### config.mk
export PLATFORM = sky130hd
export DESIGN_NAME = fpu_multilane_eu
export DESIGN_NICKNAME = d
export VERILOG_FILES = /design/src/rtl/fpu_multilane_eu.sv
export SDC_FILE = /design/constraint.sdc
export NUM_CORES = 1
export LEC_CHECK = 0
export BUFFER_PORTS_ARGS = -buffer_cell sky130_fd_sc_hd__buf_2
export CAP_MARGIN = 40
export CORE_MARGIN = 2
export CORE_UTILIZATION = 35
export DETAILED_ROUTE_END_ITERATION = 8
export PLACE_DENSITY = 0.64
export SLEW_MARGIN = 20
export SYNTH_ARGS = -nofsm -noshare
export SYNTH_HDL_FRONTEND = slang
export SYNTH_SLANG_ARGS = --single-unit
### constraint.sdc
create_clock -name clk_i -period 6.1 [get_ports clk_i]
set_clock_uncertainty 0.2 [all_clocks]
set_input_delay 0.305 -clock clk_i [delete_from_list [all_inputs] [get_ports clk_i]]
set_output_delay 0.305 -clock clk_i [all_outputs]
set_load 0.05 [all_outputs]
### src/rtl/fpu_multilane_eu.sv
// fpu_multilane_eu
// Front-end between the FP reservation station and NUM_LANES independent FPU
// lanes. Issued ops wait in an input FIFO. The head op goes to the
// lowest-index lane that is ready and has a free credit. Lane results land in
// per-lane output FIFOs and are returned through a round-robin arbiter. A flush
// empties every FIFO and marks the ops still in the lanes to be discarded when
// they come back.
// Ports:
//   clk_i, rst_i (sync, active-high), flush_i
//   valid_i/ready_o, ctl_i, rm_i, tag_i, rs1_i..rs3_i      : issue side
//   lane_valid_o/lane_ready_i, lane_ctl_o..lane_rs3_o       : dispatch (payload broadcast)
//   lane_res_valid_i, lane_result_i, lane_tag_i, lane_fflags_i : lane results (no backpressure)
//   valid_o/ready_i, result_o, tag_o, fflags_o              : result side
//   busy_o                                                 : any op buffered or in flight
module fpu_multilane_eu #(
  parameter int NUM_LANES = 2,
  parameter int IN_DEPTH  = 4,
  parameter int OUT_DEPTH = 4,
  parameter int FLEN      = 64,
  parameter int CTL_W     = 6,
  parameter int TAG_W     = 6
) (
  input  logic                       clk_i,
  input  logic                       rst_i,
  input  logic                       flush_i,
  input  logic                       valid_i,
  output logic                       ready_o,
  input  logic [CTL_W-1:0]           ctl_i,
  input  logic [2:0]                 rm_i,
  input  logic [TAG_W-1:0]           tag_i,
  input  logic [FLEN-1:0]            rs1_i,
  input  logic [FLEN-1:0]            rs2_i,
  input  logic [FLEN-1:0]            rs3_i,
  output logic [NUM_LANES-1:0]       lane_valid_o,
  input  logic [NUM_LANES-1:0]       lane_ready_i,
  output logic [CTL_W-1:0]           lane_ctl_o,
  output logic [2:0]                 lane_rm_o,
  output logic [TAG_W-1:0]           lane_tag_o,
  output logic [FLEN-1:0]            lane_rs1_o,
  output logic [FLEN-1:0]            lane_rs2_o,
  output logic [FLEN-1:0]            lane_rs3_o,
  input  logic [NUM_LANES-1:0]       lane_res_valid_i,
  input  logic [NUM_LANES*FLEN-1:0]  lane_result_i,
  input  logic [NUM_LANES*TAG_W-1:0] lane_tag_i,
  input  logic [NUM_LANES*5-1:0]     lane_fflags_i,
  output logic                       valid_o,
  input  logic                       ready_i,
  output logic [FLEN-1:0]            result_o,
  output logic [TAG_W-1:0]           tag_o,
  output logic [4:0]                 fflags_o,
  output logic                       busy_o
);

  localparam int IAW = $clog2(IN_DEPTH);
  localparam int OAW = $clog2(OUT_DEPTH);
  localparam int CW  = $clog2(OUT_DEPTH + 1);
  localparam int RRW = (NUM_LANES > 1) ? $clog2(NUM_LANES) : 1;
  localparam int IW  = CTL_W + 3 + TAG_W + 3 * FLEN;
  localparam int OW  = FLEN + TAG_W + 5;

  // Input FIFO; the extra pointer bit is the wrap bit for full/empty
  logic [IW-1:0]  in_mem [IN_DEPTH];
  logic [IAW:0]   in_wp, in_rp;
  logic           in_empty, in_full, in_push, in_pop;

  // Per-lane output FIFOs and credit bookkeeping
  logic [OW-1:0]  out_mem [NUM_LANES][OUT_DEPTH];
  logic [OAW:0]   out_wp [NUM_LANES];
  logic [OAW:0]   out_rp [NUM_LANES];
  logic [CW-1:0]  out_cnt [NUM_LANES];
  logic [CW-1:0]  inflight [NUM_LANES];
  logic [CW-1:0]  squash [NUM_LANES];
  logic [NUM_LANES-1:0] nonempty, eligible, out_push;
  logic           any_inflight, taken;

  // Output arbiter state; lock holds the grant while the RS stalls
  logic [RRW-1:0] rr, lock_lane, winner, rr_next;
  logic           lock, out_pop;
  logic [OW-1:0]  sel;

  // First non-empty lane at or after start, in circular order
  function automatic logic [RRW-1:0] rr_pick(input logic [NUM_LANES-1:0] ne,
                                             input logic [RRW-1:0] start);
    logic [RRW:0]   s;
    logic [RRW-1:0] idx, pick;
    logic           hit;
    pick = start;
    hit  = 1'b0;
    for (int k = 0; k < NUM_LANES; k++) begin
      s    = {1'b0, start} + (RRW+1)'(k);
      s    = (s >= (RRW+1)'(NUM_LANES)) ? s - (RRW+1)'(NUM_LANES) : s;
      idx  = s[RRW-1:0];
      pick = (ne[idx] && !hit) ? idx : pick;
      hit  = hit | ne[idx];
    end
    return pick;
  endfunction

  assign in_empty = (in_wp == in_rp);
  assign in_full  = (in_wp[IAW] != in_rp[IAW]) && (in_wp[IAW-1:0] == in_rp[IAW-1:0]);
  assign ready_o  = !in_full;
  assign in_push  = valid_i && !in_full && !flush_i;
  assign in_pop   = |lane_valid_o;
  assign {lane_ctl_o, lane_rm_o, lane_tag_o, lane_rs1_o, lane_rs2_o, lane_rs3_o} =
         in_mem[in_rp[IAW-1:0]];
  assign busy_o   = !in_empty || (|nonempty) || any_inflight;
  assign out_pop  = valid_o && ready_i;
  assign rr_next  = (winner == RRW'(NUM_LANES - 1)) ? '0 : winner + RRW'(1);

  // Per-lane occupancy, credit eligibility and result-capture enables
  always_comb begin
    nonempty     = '0;
    eligible     = '0;
    out_push     = '0;
    any_inflight = 1'b0;
    for (int l = 0; l < NUM_LANES; l++) begin
      out_cnt[l]   = CW'(out_wp[l] - out_rp[l]);
      // registered counts only: a same-cycle pop frees its credit next cycle
      eligible[l]  = lane_ready_i[l] &&
                     (({1'b0, inflight[l]} + {1'b0, out_cnt[l]}) < (CW+1)'(OUT_DEPTH));
      nonempty[l]  = (out_wp[l] != out_rp[l]);
      out_push[l]  = lane_res_valid_i[l] && (squash[l] == '0) && !flush_i;
      any_inflight = any_inflight | (inflight[l] != '0);
    end
  end

  // Head op goes to the lowest-index eligible lane (one-hot or zero)
  always_comb begin
    taken        = 1'b0;
    lane_valid_o = '0;
    for (int l = 0; l < NUM_LANES; l++) begin
      lane_valid_o[l] = eligible[l] && !taken && !in_empty && !flush_i;
      taken           = taken | eligible[l];
    end
  end

  // Result selection; payload reads as zero whenever nothing is offered
  always_comb begin
    winner = lock ? lock_lane : rr_pick(nonempty, rr);
    valid_o = nonempty[winner] && !flush_i;
    sel = out_mem[winner][out_rp[winner][OAW-1:0]];
    {result_o, tag_o, fflags_o} = valid_o ? sel : '0;
  end

  // FIFO storage writes (data arrays carry no reset)
  always_ff @(posedge clk_i) begin
    if (in_push) begin
      in_mem[in_wp[IAW-1:0]] <= {ctl_i, rm_i, tag_i, rs1_i, rs2_i, rs3_i};
    end
    for (int l = 0; l < NUM_LANES; l++) begin
      if (out_push[l]) begin
        out_mem[l][out_wp[l][OAW-1:0]] <= {lane_result_i[l*FLEN +: FLEN],
                                           lane_tag_i[l*TAG_W +: TAG_W],
                                           lane_fflags_i[l*5 +: 5]};
      end
    end
  end

  // Pointers, credits, squash counters and arbiter state
  always_ff @(posedge clk_i) begin
    if (rst_i) begin
      in_wp     <= '0;
      in_rp     <= '0;
      rr        <= '0;
      lock      <= 1'b0;
      lock_lane <= '0;
      for (int l = 0; l < NUM_LANES; l++) begin
        out_wp[l]   <= '0;
        out_rp[l]   <= '0;
        inflight[l] <= '0;
        squash[l]   <= '0;
      end
    end else begin
      // inflight keeps tracking squashed ops until they come back
      for (int l = 0; l < NUM_LANES; l++) begin
        inflight[l] <= inflight[l] + CW'(lane_valid_o[l]) - CW'(lane_res_valid_i[l]);
      end
      if (flush_i) begin
        in_wp <= '0;
        in_rp <= '0;
        lock  <= 1'b0;
        for (int l = 0; l < NUM_LANES; l++) begin
          out_wp[l] <= '0;
          out_rp[l] <= '0;
          // a result arriving in the flush cycle is already dropped
          squash[l] <= inflight[l] - CW'(lane_res_valid_i[l]);
        end
      end else begin
        if (in_push) in_wp <= in_wp + (IAW+1)'(1);
        if (in_pop)  in_rp <= in_rp + (IAW+1)'(1);
        for (int l = 0; l < NUM_LANES; l++) begin
          if (out_push[l]) begin
            out_wp[l] <= out_wp[l] + (OAW+1)'(1);
          end else if (lane_res_valid_i[l]) begin
            squash[l] <= squash[l] - CW'(1);
          end
          if (out_pop && (winner == RRW'(l))) begin
            out_rp[l] <= out_rp[l] + (OAW+1)'(1);
          end
        end
        if (out_pop) begin
          rr   <= rr_next;
          lock <= 1'b0;
        end else if (valid_o) begin
          lock      <= 1'b1;
          lock_lane <= winner;
        end
      end
    end
  end

endmodule
==> metrics.cfg, run 1 <==
[synth]
syn_nets = 2969
yosysUniqueCellTypes = 46
synth.largest_area_cell = edfxtp_1
ys.flop_type = edfxtp_1
async_flop_share = 0
netlist_area_mm2 = 0.0567
yosys-top-cells-area = edfxtp_1 77%, mux4_2 14%, nand4b_1 2.4%
synthTopCellsByCount = 1,446 x edfxtp_1, 357 x mux4_2, 166 x nand2_1
synth_edf_count = 1446
ys_ff_latch = 1463
synth_most_common_cell = edfxtp_1
ys_warn_count = 0
postSynthAreaPerCell_um2 = 22.1
ys_seq_area_frac = 0.772
postSynthCellCount = 2564
synth_top_area_frac = 0.766

[place]
dp_hpwl_um = 93400
dpl_cell_area_mm2 = 0.0627
gp_congestion = 0.797
pre_cts_slack_ps = 2010
port_buffers = 652

[sta]
fmax_ghz = 0.200
slew_violations = 0
tightest_slew_ps = 878
fin_crit_ps = 5000
rsz0062_at_grt = no
slew_headroom = 0.414
tns_ps = 0
setup_violations = 0
setup_ws_ps = 1100
period_share = 0.820
hold_viol = 0

[job]
maxCapViolations = 0

[clocking]
clock_latency_ps = 780
cts.sinks = 1463
cts_buffers = 155
root_buffer = clkbuf_16
clk_path_buf_depth = 3
cts_tree = yes
cts_max_level = 4
worst_setup_hold_path_clk_slew_ps = 60

[status]
outcome = finished, final reports clean

[cells_and_area]
fin_util = 0.447
syn_to_final_growth_pct = 26.6
regArea_mm2 = 0.0438
n_fill_cell = 13700
drive_gt1_frac = 0.341
multi_input_area_mm2 = 0.0121
nets = 4084
post-route-cell-area_mm2 = 0.0718

[die]
core_area_mm2 = 0.161
die_h_um = 407
die-area_mm2 = 0.165
pin_count = 653
fp.dieW_um = 407
core.rowCount = 147
start_util = 0.353

[global_route]
grt_pass1_wl_um = 208000
first_global_vias = 30800
antenna_found_initial = 55
gr-usage-all-layers = 0.171
grt_use_met3 = 0.0558
grt_max_degree = 107
met1_usage = 0.227
grt.overflow.total = 0
grt_busiest_layer = met2
globalRouteMet2Util = 0.266

[detailed_routing]
drtPass1Iterations = 6
drt_iter0_markers = 3166
viasPerCell = 5.05
ant_nets = 0
wl_um = 145000
vias = 30200
drc = 0
wl_per_cell_um = 24.2

[min_path]
min_from = lane_result_i[107]
worstHoldPathType = in -> reg

[setup_path]
arrival_ps = 4500
critical_path_class = reg -> out
cp.required_ps = 5590
cp-end-kind = primary output
reg2reg_from = out_rp[0][1]
startpoint = out_rp[1][1]
startpoint_type = flip-flop
critPathMaxFanout = 63

[power_and_ir_drop]
p_leak_nw = 24.2
p_per_area_mw_per_mm2 = 334
peakVddDrop_mv = 0.282

[final cells by class]
type                            instances  area share
Clock inverter                         73      0.0117
Antenna cell                           31     0.00108
Clock buffer                          199      0.0569
Tap cell                             2160      0.0376
Multi-Input combinational cell        909       0.169
Inverter                               33     0.00179
Timing Repair Buffer                 1117       0.113
Sequential cell                      1463       0.609
[state kept, by name, indices dropped and copies added, names as in the netlist, 3 cells and up, named ones only]
signal	count
in_wp	3
out_wp	6
out_rp	6
squash	6
out_mem	600
inflight	6
in_mem	828
in_rp	3
[path summary, 6_finish.rpt]
check | to | slack (ps) | cells after the start
min reg2reg | flip-flop | 310 | 2
max reg2reg | inflight[0][5] | 2610 | 11
max | result_o[16] | 1100 | 10
min | out_mem[1][54] | 70 | 2
[power by group]
| part | leakage, nW | switching, mW | internal, mW |
|---|---|---|---|
| Sequential | 13.3 | 0.0806 | 11.3 |
| Combinational | 8.54 | 2.23 | 1.19 |
| Clock | 2.39 | 3.91 | 5.24 |
| Total | 24.2 | 6.22 | 17.8 |
[cells in the final DEF (no fill, tap or decap), drive strengths merged, types with 35 or more instances in the layout]
master,synthesis,routed
clkinv,0,51
inv,33,40
clkbuf,86,201
ha,35,35
nand4b,153,153
edfxtp,1446,1446
dlygate4sd3,0,409
mux2i,80,80
mux4,357,357
buf,73,706
nand2,166,166
[kinds of logic (layout without fill, tap and decap cells)]
family	Yosys count	after routing	synth area share
other cells	0	31	0
buf+inv	192	1422	0.0154
fa+ha+maj	39	39	0.00913
mux	437	437	0.156
compound gates	28	28	0.00362
xor+xnor	23	23	0.00368
simple gates	382	382	0.0407
flops	1463	1463	0.772
[through the flow]
| step | cells | hold WS, ps | total power, mW |
|---|---|---|---|
| after detailed placement | 5270 | 303 | 14.8 |
| after global routing | 5972 | 30.9 | 24.8 |
| after floorplan | 2564 | 204 | 13.9 |
| final | 5985 | 74.4 | 24.0 |
| after CTS | 5951 | 0.401 | 24.2 |
| after global placement | 5262 | 287 | 14.7 |
[per-layer routing]
layer,part of all wire,up-vias
li1,-,13000
met1,0.40,15600
met2,0.47,1363
met3,0.10,228
met4,0.026,32
met5,0.0013,-
[critical path, stage by stage, from the launching register on]
cell and delay, ps:
edfxtp_1 320, buf_4 380, inv_1 90, ha_1 310, nand2_1 90, or3_4 490, buf_4 540, buf_4 600
nand4b_1 200, mux2i_1 240, buf_2 310
[what timing repair did]
| action | in CTS | in global routing |
|---|---|---|
| gates resized for setup | 0 | 0 |
| hold buffers | 409 | 0 |
| endpoints found under the hold margin | 1480 | 0 |
| buffers inserted | 0 | 0 |
(Power assumes the default switching activity.)
==> run 2, diff against run 1 <==
==> constraint.sdc (replaced) <==
create_clock -name clk_i -period 4.3 [get_ports clk_i]
set_clock_uncertainty 0.2 [all_clocks]
set_input_delay 0.215 -clock clk_i [delete_from_list [all_inputs] [get_ports clk_i]]
set_output_delay 0.215 -clock clk_i [all_outputs]
set_load 0.05 [all_outputs]
==> metrics.cfg, run 2 (synthesis gave the netlist of run 1 again) <==
[status]
outcome = finished, final reports clean

[clocking]
worst_setup_hold_path_clk_slew_ps = 60  ; about the same
cts.sinks = 1463  ; unchanged
cts_buffers = 154  ; -0.65%
root_buffer = clkbuf_16
cts_max_level = 4  ; unchanged
clock_latency_ps = 780  ; about the same
cts_tree = yes
clk_path_buf_depth = 3  ; unchanged

[die]
core_area_mm2 = 0.161  ; unchanged
die-area_mm2 = 0.165  ; unchanged
pin_count = 653  ; unchanged
die_h_um = 407  ; unchanged
start_util = 0.353  ; unchanged
core.rowCount = 147  ; unchanged
fp.dieW_um = 407  ; unchanged

[job]
maxCapViolations = 0  ; unchanged

[global_route]
first_global_vias = 32400  ; +5.2%
grt.overflow.total = 0  ; unchanged
grt_pass1_wl_um = 213000  ; +2.5%
met1_usage = 0.221  ; -0.00567
grt_use_met3 = 0.0570  ; +0.00129
globalRouteMet2Util = 0.287  ; +0.0208
grt_busiest_layer = met2
gr-usage-all-layers = 0.174  ; +0.00353
grt_max_degree = 141  ; +32%
antenna_found_initial = 51  ; -7.3%

[setup_path]
critPathMaxFanout = 140  ; +120%
critPathTopFamily = simple AND/OR/NAND/NOR gates
cp.required_ps = 3880  ; -1710 ps
crit_slowest_cell = edfxtp_1
critPathMaxStageDelay_ps = 440  ; -160 ps
crit_chain = inv_1, ha_1, and2_1, nand4_1, buf_12, nand4b_1, mux2i_1, buf_2
critical_path_class = reg -> out
path_buf_inv = 3  ; -2
arrival_ps = 3720  ; -780 ps
startpoint_type = flip-flop
cp-end-kind = primary output

[detailed_routing]
drc = 0  ; unchanged
ant_nets = 0  ; unchanged
vias = 31100  ; +3.1%
viasPerCell = 4.97  ; -1.6%
drtPass1Iterations = 5  ; -1
wl_per_cell_um = 23.6  ; -2.4%
wl_um = 148000  ; +2.3%
drt_iter0_markers = 2920  ; -7.8%

[place]
dp_hpwl_um = 94400  ; +1.1%
dpl_cell_area_mm2 = 0.0632  ; +0.78%
gp_congestion = 0.786  ; -1.5%
port_buffers = 652  ; unchanged
pre_cts_slack_ps = 908  ; -1110 ps
dp.cells = 5300  ; +0.57%

[sta]
period_share = 0.961
fin_crit_ps = 4130
slew_headroom = 0.313  ; -0.101
setup_violations = 0  ; unchanged
rsz0062_at_grt = no
hold_viol = 0  ; unchanged
fmax_ghz = 0.242
tightest_slew_ps = 1030  ; +152 ps
slew_violations = 0  ; unchanged
tns_ps = 0  ; unchanged
setup_ws_ps = 167  ; -931 ps

[min_path]
worstHoldPathType = in -> reg

[cells_and_area]
fin_util = 0.466  ; +0.0192
post-route-cell-area_mm2 = 0.0749  ; +4.3%
largest_reg_flops = 828  ; unchanged
regArea_mm2 = 0.0438  ; unchanged
stdcell_count = 6270  ; +4.8%
syn_to_final_growth_pct = 32.1
nets = 4349  ; +6.5%
drive_gt1_frac = 0.328  ; -0.0130
layout_common_cells = 1,446 x edfxtp_1, 647 x buf_2, 645 x dlygate4sd3_1
n_fill_cell = 13400  ; -2.3%
final_common_cell = edfxtp_1
multi_input_area_mm2 = 0.0121  ; unchanged

[power_and_ir_drop]
p_leak_nw = 25.5  ; +5.4%
p_per_area_mw_per_mm2 = 464  ; +39%
peakVddDrop_mv = 0.394  ; +40%

[run 2: cell count changes in the layout (fill, tap and decap cells not counted), sizes merged]
cell / delta
bufinv: +4
diode: +4
clkbuf: -21
buf: +32
inv: +1
clkinv: +29
dlygate4sd3: +236
[run 2: cell type report]
| class | count | share of cell area |
|---|---|---|
| inverter | 33 | 0.00172 |
| multi-input combinational | 909 | 0.162 |
| clock buffer | 180 | 0.0527 |
| clock inverter | 107 | 0.0162 |
| timing repair buffer | 1383 | 0.146 |
| sequential | 1463 | 0.584 |
| antenna | 35 | 0.00117 |
| tap | 2160 | 0.0361 |
[run 2: repair_timing]
item | 4_1_cts | 5_1_grt
hold endpoints to repair | 1486 | 4
gates resized for setup | 0 | 1
cloned | 0 | 0
pin swaps | 1 | 1
hold buffers | 644 | 1
buffers inserted | 0 | 3
endpoints found under the setup margin | 1 | 16
[run 2: worst paths after layout]
path / from / depth (start not counted) / to / slack, ps
worst max-delay path: out_wp[0][0] / 8 / result_o[7] / 170
worst min-delay path: lane_result_i[19] / 2 / out_mem[0][105] / 50
worst max register to register: out_rp[0][0] / 12 / inflight[0][5] / 480
worst min register to register: in_rp[1] / 2 / flip-flop / 290
[run 2: routing by layer]
layer | wire, um | part of all wire
met2 | 71400 | 0.48
met3 | 13600 | 0.092
met4 | 3610 | 0.024
met5 | 211 | 0.0014
met1 | 59000 | 0.40
[run 2: where the power goes]
| group | leakage (nW) | switching, mW | internal (mW) | total [mW] |
|---|---|---|---|---|
| sequential | 13.3 | 0.121 | 16.1 | 16.2 |
| clock | 2.50 | 5.73 | 7.61 | 13.3 |
| combinational | 9.74 | 3.28 | 1.93 | 5.21 |
| total | 25.5 | 9.13 | 25.6 | 34.7 |
[run 2: metrics by stage]
stage          total power [mW]  hold slack, ps
6_report                   34.7            54.7
5_1_grt                    35.9            3.86
4_1_cts                    35.0           0.125
3_5_place_dp               21.1             232
3_3_place_gp               21.1             228
2_1_floorplan              19.7             114
==> run 3, diff against run 2 <==
==> constraint.sdc (replaced) <==
create_clock -name clk_i -period 4.3 [get_ports clk_i]
set_clock_uncertainty 0.2 [all_clocks]
set_input_delay 0.215 -clock clk_i [delete_from_list [all_inputs] [get_ports clk_i]]
set_output_delay 0.215 -clock clk_i [all_outputs]
set_load 0.005 [all_outputs]
==> metrics.cfg, run 3 (synthesis gave the netlist of run 1 again) <==
[detailed_routing]
drtPass1Iterations = 5  ; unchanged
ant_nets = 0  ; unchanged
wl_um = 148000  ; +0.27%
viasPerCell = 5.02  ; +1.1%
vias = 31600  ; +1.5%
wl_per_cell_um = 23.5  ; -0.13%
drc = 0  ; unchanged
drt_iter0_markers = 2789  ; -4.5%

[die]
core.rowCount = 147  ; unchanged
start_util = 0.353  ; unchanged
fp.dieW_um = 407  ; unchanged
core_area_mm2 = 0.161  ; unchanged
die-area_mm2 = 0.165  ; unchanged
die_h_um = 407  ; unchanged
pin_count = 653  ; unchanged

[clocking]
cts_tree = yes
cts_buffers = 156  ; +1.3%
worst_setup_hold_path_clk_slew_ps = 60  ; about the same
cts.sinks = 1463  ; unchanged
cts_max_level = 4  ; unchanged
clk_path_buf_depth = 3  ; unchanged
clock_latency_ps = 820  ; +40 ps
root_buffer = clkbuf_16

[global_route]
grt_pass1_wl_um = 216000  ; +1.4%
first_global_vias = 32600  ; +0.49%
grt.overflow.total = 0  ; unchanged
antenna_found_initial = 38  ; -25%
gr-usage-all-layers = 0.177  ; +0.00214
grt_max_degree = 89  ; -37%

[min_path]
min_path_cells = 2  ; unchanged
min_from = rs2_i[48]
worstHoldPathType = in -> reg
min_to = in_mem[2][112]

[cells_and_area]
stdcell_count = 6295  ; +0.40%
n_fill_cell = 13400  ; -0.13%
layout_common_cells = 1,446 x edfxtp_1, 687 x dlygate4sd3_1, 652 x buf_2
largest_reg_flops = 828  ; unchanged
fin_util = 0.467  ; +0.000887
final_common_cell = edfxtp_1
syn_to_final_growth_pct = 32.3
drive_gt1_frac = 0.323  ; -0.00492
multi_input_area_mm2 = 0.0121  ; unchanged
nets = 4382  ; +0.76%
regArea_mm2 = 0.0438  ; unchanged

[setup_path]
r2r_slack_ps = 420  ; -60 ps
startpoint_type = flip-flop
cp.required_ps = 3880  ; about the same
cp-end-kind = primary output
critical_path_class = reg -> out
reg2reg_depth = 13  ; +1
reg2reg_from = out_wp[0][0]
arrival_ps = 3670  ; -50 ps
critPathMaxFanout = 56  ; -60%
r2r-end = inflight[0][5]

[sta]
rsz0062_at_grt = no
tightest_slew_ps = 872  ; -159 ps
fmax_ghz = 0.245  ; +1.2%
hold_viol = 0  ; unchanged
fin_crit_ps = 4080  ; -48.8 ps
setup_ws_ps = 216  ; +48.8 ps
slew_violations = 0  ; unchanged
period_share = 0.950  ; -0.0114
slew_headroom = 0.419  ; +0.106
setup_violations = 0  ; unchanged
tns_ps = 0  ; unchanged

[power_and_ir_drop]
power_frac_clock = 0.399  ; +0.015
seqPwrFrac = 0.484  ; +0.018
p_int_mw = 25.6  ; about the same
pwr-share-comb = 0.118  ; -0.032
p_sw_mw = 7.87  ; -14%
p_per_area_mw_per_mm2 = 446  ; -3.8%
peakVddDrop_mv = 0.512  ; +30%
p_leak_nw = 25.6  ; +0.28%
p_sw_frac = 0.235  ; -0.0276

[place]
dp.cells = 5292  ; -0.15%
port_buffers = 652  ; unchanged
pre_cts_slack_ps = 921  ; +12.9 ps
dp_hpwl_um = 93500  ; -1.0%
gp_congestion = 0.773  ; -1.6%

[job]
maxCapViolations = 0  ; unchanged

[status]
outcome = finished, final reports clean

-- run 3: final cells by class --
type | instances | area share
diodes | 32 | 0.00107
flip-flops and latches | 1463 | 0.583
multi-input cells | 909 | 0.162
inverters | 33 | 0.00172
well taps | 2160 | 0.0360
clock inverters | 90 | 0.0136
repair buffers | 1414 | 0.148
clock buffers | 194 | 0.0553
-- run 3: critical path, cell delays in order (launching register included) --
cell and delay [ps]:
edfxtp_1 400, buf_4 280, inv_1 70, ha_1 310
nand2_1 90, or3_4 640, buf_4 370, nand4b_1 150
mux2i_1 280, buf_2 170
-- run 3: power groups by stage --
stage	Clock (mW)	Sequential, mW	Combinational (mW)
3_3_place_gp	0	16.5	3.38
4_1_cts	13.6	16.2	3.98
6_report	13.3	16.2	3.95
5_1_grt	14.2	16.2	4.25
2_1_floorplan	0	16.5	2.00
3_5_place_dp	0	16.5	3.42
-- run 3: through the flow --
step                power, mW  hold slack [ps]  area (um2)
CTS                      33.8             3.21       75000
floorplan                18.5              114       56700
global route             34.7             11.0       75000
finish                   33.5             53.6       75100
detailed placement       19.9              231       62900
global placement         19.8              226       62900
-- run 3: timing repair --
action                                  4_1_cts  5_1_grt
buffers inserted                              0        0
hold buffers                                687        0
hold endpoints to repair                   1485        0
resized for setup                             0        2
endpoints found under the setup margin        0        8
-- run 3: routing by layer --
layer,wire [um],global-route usage
met1,60200,0.231
met2,71500,0.287
met3,13000,0.0500
met4,3470,0.0513
met5,85,0
-- run 3: worst max path at each step --
stage                     slack [ps]    startpoint             end  depth (start not counted)
after global placement           920  out_wp[0][3]  inflight[0][4]                         11
after floorplan                  130      in_wp[0]    in_mem[0][0]                          4
after CTS                         30  out_rp[0][1]    result_o[49]                          7
final                            220  out_rp[1][1]    result_o[21]                          9
after global routing              10  out_rp[0][1]        tag_o[2]                          7
after detailed placement         920  out_wp[0][3]  inflight[0][4]                         11
